$ cat src/rtl/lvds_video_tx.sv
// Pixel-to-LVDS serializer: buffers pixels in a small FIFO and shifts 7-bit lane words out at the bit clock.
// Optional underflow statistics counter enabled by defining LVDS_TX_STATS_EN.
module lvds_video_tx #(
    parameter int LANES      = 4,
    parameter int MAP_MODE   = 1,
    parameter int FIFO_DEPTH = 4
) (
    input  logic                          clk,
    input  logic                          rst_n,
    input  logic                          tx_en,
    input  logic                          pix_valid,
    output logic                          pix_ready,
    input  logic [7:0]                    pix_red,
    input  logic [7:0]                    pix_green,
    input  logic [7:0]                    pix_blue,
    input  logic                          pix_hsync,
    input  logic                          pix_vsync,
    input  logic                          pix_de,
    output logic [LANES-1:0]              lane_out,
    output logic                          clk_lane_out,
    output logic [$clog2(FIFO_DEPTH):0]   fifo_level,
    output logic                          underflow,
    output logic [15:0]                   underflow_count
);

    localparam int AW = $clog2(FIFO_DEPTH);
    localparam int LW = AW + 1;
    localparam logic [6:0] CLK_PAT = 7'b1100011;

    if (LANES != 3 && LANES != 4) begin : g_bad_lanes
        $error("lvds_video_tx: LANES must be 3 or 4");
    end
    if (MAP_MODE < 0 || MAP_MODE > 2) begin : g_bad_map
        $error("lvds_video_tx: MAP_MODE must be 0, 1 or 2");
    end
    if (LANES == 3 && MAP_MODE != 0) begin : g_bad_combo
        $error("lvds_video_tx: 24-bit mappings need LANES=4");
    end
    if (FIFO_DEPTH < 2 || FIFO_DEPTH > 16 || (FIFO_DEPTH & (FIFO_DEPTH - 1)) != 0) begin : g_bad_depth
        $error("lvds_video_tx: FIFO_DEPTH must be a power of two from 2 to 16");
    end

    // Packs one pixel into four 7-bit lane words {L3,L2,L1,L0}; bit 6 of each goes out first.
    function automatic logic [27:0] map_lanes(input logic [26:0] px);
        logic [7:0] r, g, b;
        logic       hs, vs, de;
        logic [6:0] l0, l1, l2, l3;
        {r, g, b, hs, vs, de} = px;
        if (MAP_MODE == 1) begin
            l0 = {r[0], r[1], r[2], r[3], r[4], r[5], g[0]};
            l1 = {g[1], g[2], g[3], g[4], g[5], b[0], b[1]};
            l2 = {b[2], b[3], b[4], b[5], hs, vs, de};
            l3 = {r[6], r[7], g[6], g[7], b[6], b[7], 1'b0};
        end else begin
            l0 = {r[2], r[3], r[4], r[5], r[6], r[7], g[2]};
            l1 = {g[3], g[4], g[5], g[6], g[7], b[2], b[3]};
            l2 = {b[4], b[5], b[6], b[7], hs, vs, de};
            l3 = (MAP_MODE == 2) ? {r[0], r[1], g[0], g[1], b[0], b[1], 1'b0} : 7'd0;
        end
        return {l3, l2, l1, l0};
    endfunction

    // Stage p0: pixel FIFO
    logic [26:0]   fifo_mem_p0 [FIFO_DEPTH];
    logic [AW-1:0] wr_ptr_p0, rd_ptr_p0;
    logic [LW-1:0] level_p0;
    logic          ready_en;
    logic          push, pop, load, blank_load;

    // Stage p1: slot counter and lane shift words
    logic [2:0]    slot_p1;
    logic          run_p1;
    logic [6:0]    word_p1 [4];
    logic          last_hs_p1, last_vs_p1;
    logic [26:0]   pix_sel;
    logic [27:0]   mapped;
    logic [3:0]    lane_msb;

    assign pix_ready  = ready_en && (level_p0 != LW'(FIFO_DEPTH));
    assign fifo_level = level_p0;
    assign push       = pix_valid && pix_ready;
    assign load       = tx_en && (!run_p1 || slot_p1 == 3'd6);
    assign pop        = load && (level_p0 != '0);
    assign blank_load = load && (level_p0 == '0);
    assign pix_sel    = pop ? fifo_mem_p0[rd_ptr_p0] : {24'd0, last_hs_p1, last_vs_p1, 1'b0};
    assign mapped     = map_lanes(pix_sel);
    assign lane_msb   = {word_p1[3][6], word_p1[2][6], word_p1[1][6], word_p1[0][6]};

    always_ff @(posedge clk) begin
        if (push) begin
            fifo_mem_p0[wr_ptr_p0] <= {pix_red, pix_green, pix_blue, pix_hsync, pix_vsync, pix_de};
        end
    end

    always_ff @(posedge clk or negedge rst_n) begin
        if (!rst_n) begin
            ready_en  <= 1'b0;
            wr_ptr_p0 <= '0;
            rd_ptr_p0 <= '0;
            level_p0  <= '0;
        end else begin
            ready_en <= 1'b1;
            if (push) wr_ptr_p0 <= wr_ptr_p0 + AW'(1);
            if (pop)  rd_ptr_p0 <= rd_ptr_p0 + AW'(1);
            case ({push, pop})
                2'b10:   level_p0 <= level_p0 + LW'(1);
                2'b01:   level_p0 <= level_p0 - LW'(1);
                default: level_p0 <= level_p0;
            endcase
        end
    end

    always_ff @(posedge clk or negedge rst_n) begin
        if (!rst_n) begin
            slot_p1      <= 3'd0;
            run_p1       <= 1'b0;
            last_hs_p1   <= 1'b0;
            last_vs_p1   <= 1'b0;
            underflow    <= 1'b0;
            lane_out     <= '0;
            clk_lane_out <= 1'b0;
            for (int i = 0; i < 4; i++) word_p1[i] <= 7'd0;
        end else begin
            run_p1 <= tx_en;
            if (!tx_en) begin
                slot_p1      <= 3'd0;
                lane_out     <= '0;
                clk_lane_out <= 1'b0;
            end else begin
                // Stage p2: serial outputs lag the selected slot by one edge
                if (run_p1) begin
                    lane_out     <= lane_msb[LANES-1:0];
                    clk_lane_out <= CLK_PAT[3'd6 - slot_p1];
                end else begin
                    lane_out     <= '0;
                    clk_lane_out <= 1'b0;
                end
                if (load) begin
                    slot_p1    <= 3'd0;
                    last_hs_p1 <= pix_sel[2];
                    last_vs_p1 <= pix_sel[1];
                    for (int i = 0; i < 4; i++) word_p1[i] <= mapped[i*7 +: 7];
                    if (blank_load) underflow <= 1'b1;
                end else begin
                    slot_p1 <= slot_p1 + 3'd1;
                    for (int i = 0; i < 4; i++) word_p1[i] <= {word_p1[i][5:0], 1'b0};
                end
            end
        end
    end

`ifdef LVDS_TX_STATS_EN
    logic [15:0] ucnt_p1;

    always_ff @(posedge clk or negedge rst_n) begin
        if (!rst_n) begin
            ucnt_p1 <= 16'd0;
        end else if (blank_load && ucnt_p1 != 16'hFFFF) begin
            ucnt_p1 <= ucnt_p1 + 16'd1;
        end
    end

    assign underflow_count = ucnt_p1;
`else
    assign underflow_count = 16'd0;
`endif

endmodule

$ cat config.mk
export PLATFORM = sky130hd
export DESIGN_NAME = lvds_video_tx
export DESIGN_NICKNAME = d
export VERILOG_FILES = /design/src/rtl/lvds_video_tx.sv
export SDC_FILE = /design/constraint.sdc
export NUM_CORES = 1
export LEC_CHECK = 0
export ABC_AREA = 1
export CORE_ASPECT_RATIO = 0.8
export CORE_MARGIN = 3
export CORE_UTILIZATION = 45
export DETAILED_ROUTE_END_ITERATION = 6
export PLACE_DENSITY = 0.75
export SLEW_MARGIN = 40
export SYNTH_ARGS = -nofsm -noshare
export SYNTH_HDL_FRONTEND = slang
export SYNTH_SLANG_ARGS = --single-unit
export TNS_END_PERCENT = 50
$ cat constraint.sdc
create_clock -name clk -period 4.19 [get_ports clk]
set_clock_uncertainty 0.2 [all_clocks]
set_input_delay 0.838 -clock clk [delete_from_list [all_inputs] [get_ports clk]]
set_output_delay 0.838 -clock clk [all_outputs]
set_load 0.05 [all_outputs]
* Yosys cells after proc, flatten, opt, wreduce, memory -nomap -nowiden
Memories as Yosys holds them, arrays and structs flattened.
Cells that the tools add are included.
** Cells by class
- Multiplexer cells :: 12
- $add $sub $neg :: 6
- Reductions and logical operators :: 12
- Eq/ne operators :: 4
- $lt $le $gt $ge :: 1
** Operators with widths (count)
- two-way mux 28 bit :: 1
- two-way mux 27 bit :: 1
- two-way mux 4 bit :: 2
- adder 3 x 1 -> 3 bit (second input constant) :: 2
- two-way mux 3 bit :: 2
- one-hot mux 3 bit (2 select lines) :: 1
- logical AND 1 bit :: 5
- two-way mux 1 bit :: 5
- adder 2 x 1 -> 2 bit (second input constant) :: 2
- less-than comparator 3 x 4 -> 1 bit (second input constant) :: 1
- == test 3 bit (second input constant) :: 1
- zero test 3 bit :: 1
- != test 3 bit (second input constant) :: 1
- AND reduction 3 bit :: 1
- nonzero test 3 bit :: 1
- subtractor 3 x 1 -> 3 bit (second input constant) :: 1
- subtractor 3 bit (first input constant) :: 1
- == test 2 x 1 -> 1 bit (second input constant) :: 1
- == test 2 bit (second input constant) :: 1
- AND reduction 2 bit :: 1
- nonzero test 2 bit :: 1
- zero test 1 bit :: 1
- logical OR 1 bit :: 1
** Storage, ports and cells
- Memory bits (writable) :: 108
- Word-level logic and storage cells :: 52
- Input bits :: 31
- Output and inout port bits :: 26
- Memory bits (read-only) :: 8
- Register bits after elaboration :: 48
- Memories :: 2
** Memories
- fifo_mem_p0 :: depth 4, bits a word 27, rd ports 1, clocked after Yosys merged registers in 0, write ports 1, RTL line 64 : logic [26:0] fifo_mem_p0 [FIFO_DEPTH];
- (no name shown) :: depth 8, bits a word 1, rd ports 1, clocked after Yosys merged registers in 0, write ports 0, RTL line 133 : clk_lane_out <= CLK_PAT[3'd6 - slot_p1];

* Depth between registers and ports, before layout
- Depth after elaboration :: 6
- Depth in mapped cells :: 13

* Worst setup path before layout
No wires, ideal clock.
- Path type :: register -> register
- From :: register level_p0[0] (netlist: fifo_level[0])
- To :: memory fifo_mem_p0[0][0] (enable)
- Stages on the path, launching flop included :: 7
- Arrival time :: 3.284 ns
- Clock period less this slack :: 3.895 ns
- Path slack :: 0.295 ns
- Required time :: 3.579 ns
- Cells stage by stage :: dfrtp_1 -> inv_1 -> nand2_1 -> nor2_1 -> nor2_1 -> nand2_1 -> nor2_1
** On the way
- Cells in the longest elaborated chain, start to end :: 5
** RTL lines
- start: declaration :: RTL line 66 : logic [LW-1:0] level_p0;
- start signal: assignment :: RTL line 106 : 2'b10: level_p0 <= level_p0 + LW'(1);
- start signal: assignment :: RTL line 107 : 2'b01: level_p0 <= level_p0 - LW'(1);
- start signal: assignment :: RTL line 108 : default: level_p0 <= level_p0;
- != test 3 bit :: RTL line 79 : assign pix_ready = ready_en && (level_p0 != LW'(FIFO_DEPTH));
- logical AND 1 bit :: RTL line 79
- net pix_ready :: RTL line 12 : output logic pix_ready,
- logical AND 1 bit :: RTL line 81 : assign push = pix_valid && pix_ready;
- two-way mux 1 bit :: RTL line 90 : if (push) begin
- two-way mux 1 bit (not written as such) :: RTL line 91 : fifo_mem_p0[wr_ptr_p0] <= {pix_red, pix_green, pix_blue, pix_hsync, pix_vsync, pix_de};
- end: declaration :: RTL line 64
The timed path passes the listed nets, and every way through them passes these cells.

* Worst setup path in the final report
- From :: register level_p0[0] (netlist: fifo_level[0])
- To :: output pix_ready
** On the way
- Cells in the longest elaborated chain, start to end :: 2
** RTL lines (RTL line)
- != test 3 bit :: 79
- logical AND 1 bit :: 79
- end: declaration :: 12
No other way between the ends.

==> flow_summary.yaml <==
cts:
  postCtsSetupBuffers: 0
  htreeDepth: 4
  ctsResizeCount: 0
  root_buffer: "clkbuf_16"
  cts_made_buffers: 17
  cts_hold_buf: 0
  cts_tree: "yes"
  clk_pin_slew_worst_paths_ns: 0.06
  cts.sinks: 155
  cts_buffer_depth: 2
  clk-insertion-delay-late_ns: 0.42
placement:
  dp_hpwl_um: 7340
  io_buffers: 40
  dp.cells: 819
  place_congestion: 0.763
grt:
  grt_max_degree: 57
  grt_pass1_vias: 4116
  grt_overflow_total: 0
  antenna_found_initial: 0
  grt_first_pass_wirelength_um: 20500
  grt_util_all_layers_pct: 16.2
worst_setup_path:
  path_max_fanout: 3
  crit_type: "reg2out"
  required_ns: 3.15
  cp_data_arrival_time_ns: 2.06
  reg2reg_slack_ns: 1.29
  critPathLaunchType: "flop"
  worst_setup_path_end_kind: "output pin"
timing:
  max_freq_ghz: 0.323
  finalSetupTns_ns: 0
  setup_viol: 0
  finalCriticalPeriod_ns: 3.10
  period_share_pct: 73.9
  tightest_slew_ns: 0.643
  hold_viol_final: 0
  slew_viol_final: 0
  rsz0062_at_grt: "false"
  relSlewSlack_pct: 57.1
route:
  dr.pass1.iters: 4
  first_iter_violations: 331
  finalWirelength_um: 12600
  ant_nets: 0
  vias: 4245
  wire_per_inst_um: 14.8
  detail_route.vias_per_cell: 4.99
  drc: 0
yosys:
  ys_seq_elements: 155
  synth.distinct_cells: 30
  avgSynthCellArea_um2: 10.8
  yosys.area.top_type: "edfxtp_1"
  ys_seq_area_share_pct: 66.6
  yosysWarnings: 0
  synthCells: 617
  synthTopCellsByArea: "edfxtp_1, dfrtp_1, nor2_1"
  yosys.area.top_type_share_pct: 48.9
  syn_area_um2: 6640
run:
  max-cap-violations: 0
floorplanning:
  fp.dieArea_um2: 16200
  io_pins: 57
  core_um2: 14300
  die_h_um: 115
  die_w_um: 142
  start_util_pct: 46.2
  fp-row-count: 39
outcome:
  status: "finished clean"
cells_and_area:
  area.growth.synth_to_final_pct: 16.1
  layout-drive-gt1-share_pct: 8.25
  final_net_count: 695
  antenna_cells: 0
  final_cell_count_no_fill: 851
pwr:
  p_per_area_nw_per_um2: 628
  peakVddDrop_uv: 448
  cellLeakagePower_nw: 3.15
worst_hold_path:
  holdCritPathClass: "in2async"
==> cell families (layout without fill, tap and decap cells) <==
logic type               count (synthesis)  after routing  synth area share, %
AO/OA/AOI/OAI                           93             93                 7.13
adder cells (fa/ha/maj)                 10             10                 2.00
XOR/XNOR                                 7              7                0.924
other                                    2             17                0.113
flip-flops                             155            155                 66.6
buffers and inverters                  103            138                 7.60
AND/OR/NAND/NOR                        247            247                 15.6
==> stage by stage <==
stage	worst slack, ns	util, %	cell area [µm²]	hold slack, ns	power, mW
after global placement	0.960	49.5	7100	0.256	3.27
after floorplan	0.295	-	6690	0.261	2.98
after detailed placement	0.919	49.5	7100	0.258	3.33
after global routing	0.991	53.7	7700	0.267	5.12
after CTS	1.06	53.7	7700	0.249	4.87
final	1.09	53.7	7700	0.222	4.84
==> worst paths after layout <==
path,depth (start not counted),end,startpoint
worst max-delay path,5,pix_ready,fifo_level[0]$_DFFE_PN0P_
min in group clk,1,underflow$_DFFE_PN0P_,underflow$_DFFE_PN0P_
max in group asynchronous,1,run_p1$_DFF_PN0_,rst_n
worst min-delay path,1,lane_out[1]$_DFF_PN0_,rst_n
worst min register to register,1,underflow$_DFFE_PN0P_,underflow$_DFFE_PN0P_
worst max register to register,12,fifo_level[2]$_DFFE_PN0P_,slot_p1[0]$_DFF_PN0_
==> cell type report <==
class | instances | area [µm²]
Sequential cell | 155 | 4420
Fill cell | 1197 | 6640
Multi-Input combinational cell | 374 | 1780
Clock buffer | 18 | 429
Clock inverter | 14 | 171
Timing Repair Buffer | 47 | 450
Tap cell | 184 | 230
Inverter | 59 | 223
==> layer usage <==
layer  vias to the layer above  global-route usage [%]  share of wire (%)
met1                      2047                    21.4                 44
met2                       122                    26.1                 48
li1                       2065                       -                  -
met3                        11                    4.26                6.4
met5                         -                       0                  0
met4                         0                    5.63                1.0
==> critical path: stages, from the launching register on <==
cell and delay (ns):
dfrtp_1 0.38, inv_1 0.11, nand2_1 0.15, nor2_1 0.06
nor2_1 0.12, clkdlybuf4s50_1 0.82
==> Yosys cell counts <==
cell type and number:
nand3_2 2, nand3_1 23, edfxtp_1 108, or2_2 1
clkbuf_1 9, inv_2 2, nor2_4 1, nand2_8 1
buf_2 7, o22ai_1 4, dfrtp_1 47, xor2_1 5
conb_1 2, o21ai_1 2, buf_6 3, nor2_1 126
a21oi_1 24, buf_1 2, ha_1 9, nand2_1 84
nor3_1 3, nor2_8 1, fa_1 1, xnor2_1 2
nand2_2 3, o21ai_0 62, a211oi_1 1, buf_4 23
nand2_4 2, inv_1 57
==> placed cells by master, fill, tap and decap left out, drive strengths merged <==
master / n
a211oi: 1
a21oi: 24
buf: 8
bufinv: 3
clkbuf: 18
clkdlybuf4s50: 39
clkinv: 6
clkinvlp: 4
conb: 17
dfrtp: 47
edfxtp: 108
fa: 1
ha: 9
inv: 60
nand2: 90
nand3: 25
nor2: 128
nor3: 3
o21ai: 64
o22ai: 4
or2: 1
xnor2: 2
xor2: 5
==> flip-flops by register name, indices dropped and copies added (netlist names) <==
register,cells
fifo_mem_p0,108
last_hs_p1,1
clk_lane_out,1
last_vs_p1,1
word_p1,23
rd_ptr_p0,2
lane_msb,4
ready_en,1
lane_out,4
slot_p1,3
underflow,1
fifo_level,3
wr_ptr_p0,2
run_p1,1
==> report_power, final <==
group	switching [mW]	total, mW	internal (mW)
Clock	0.598	1.54	0.937
Combinational	0.932	1.33	0.401
Sequential	0.0924	1.97	1.88
Total	1.62	4.84	3.22
Note: power is estimated with default switching activity, not from simulation.
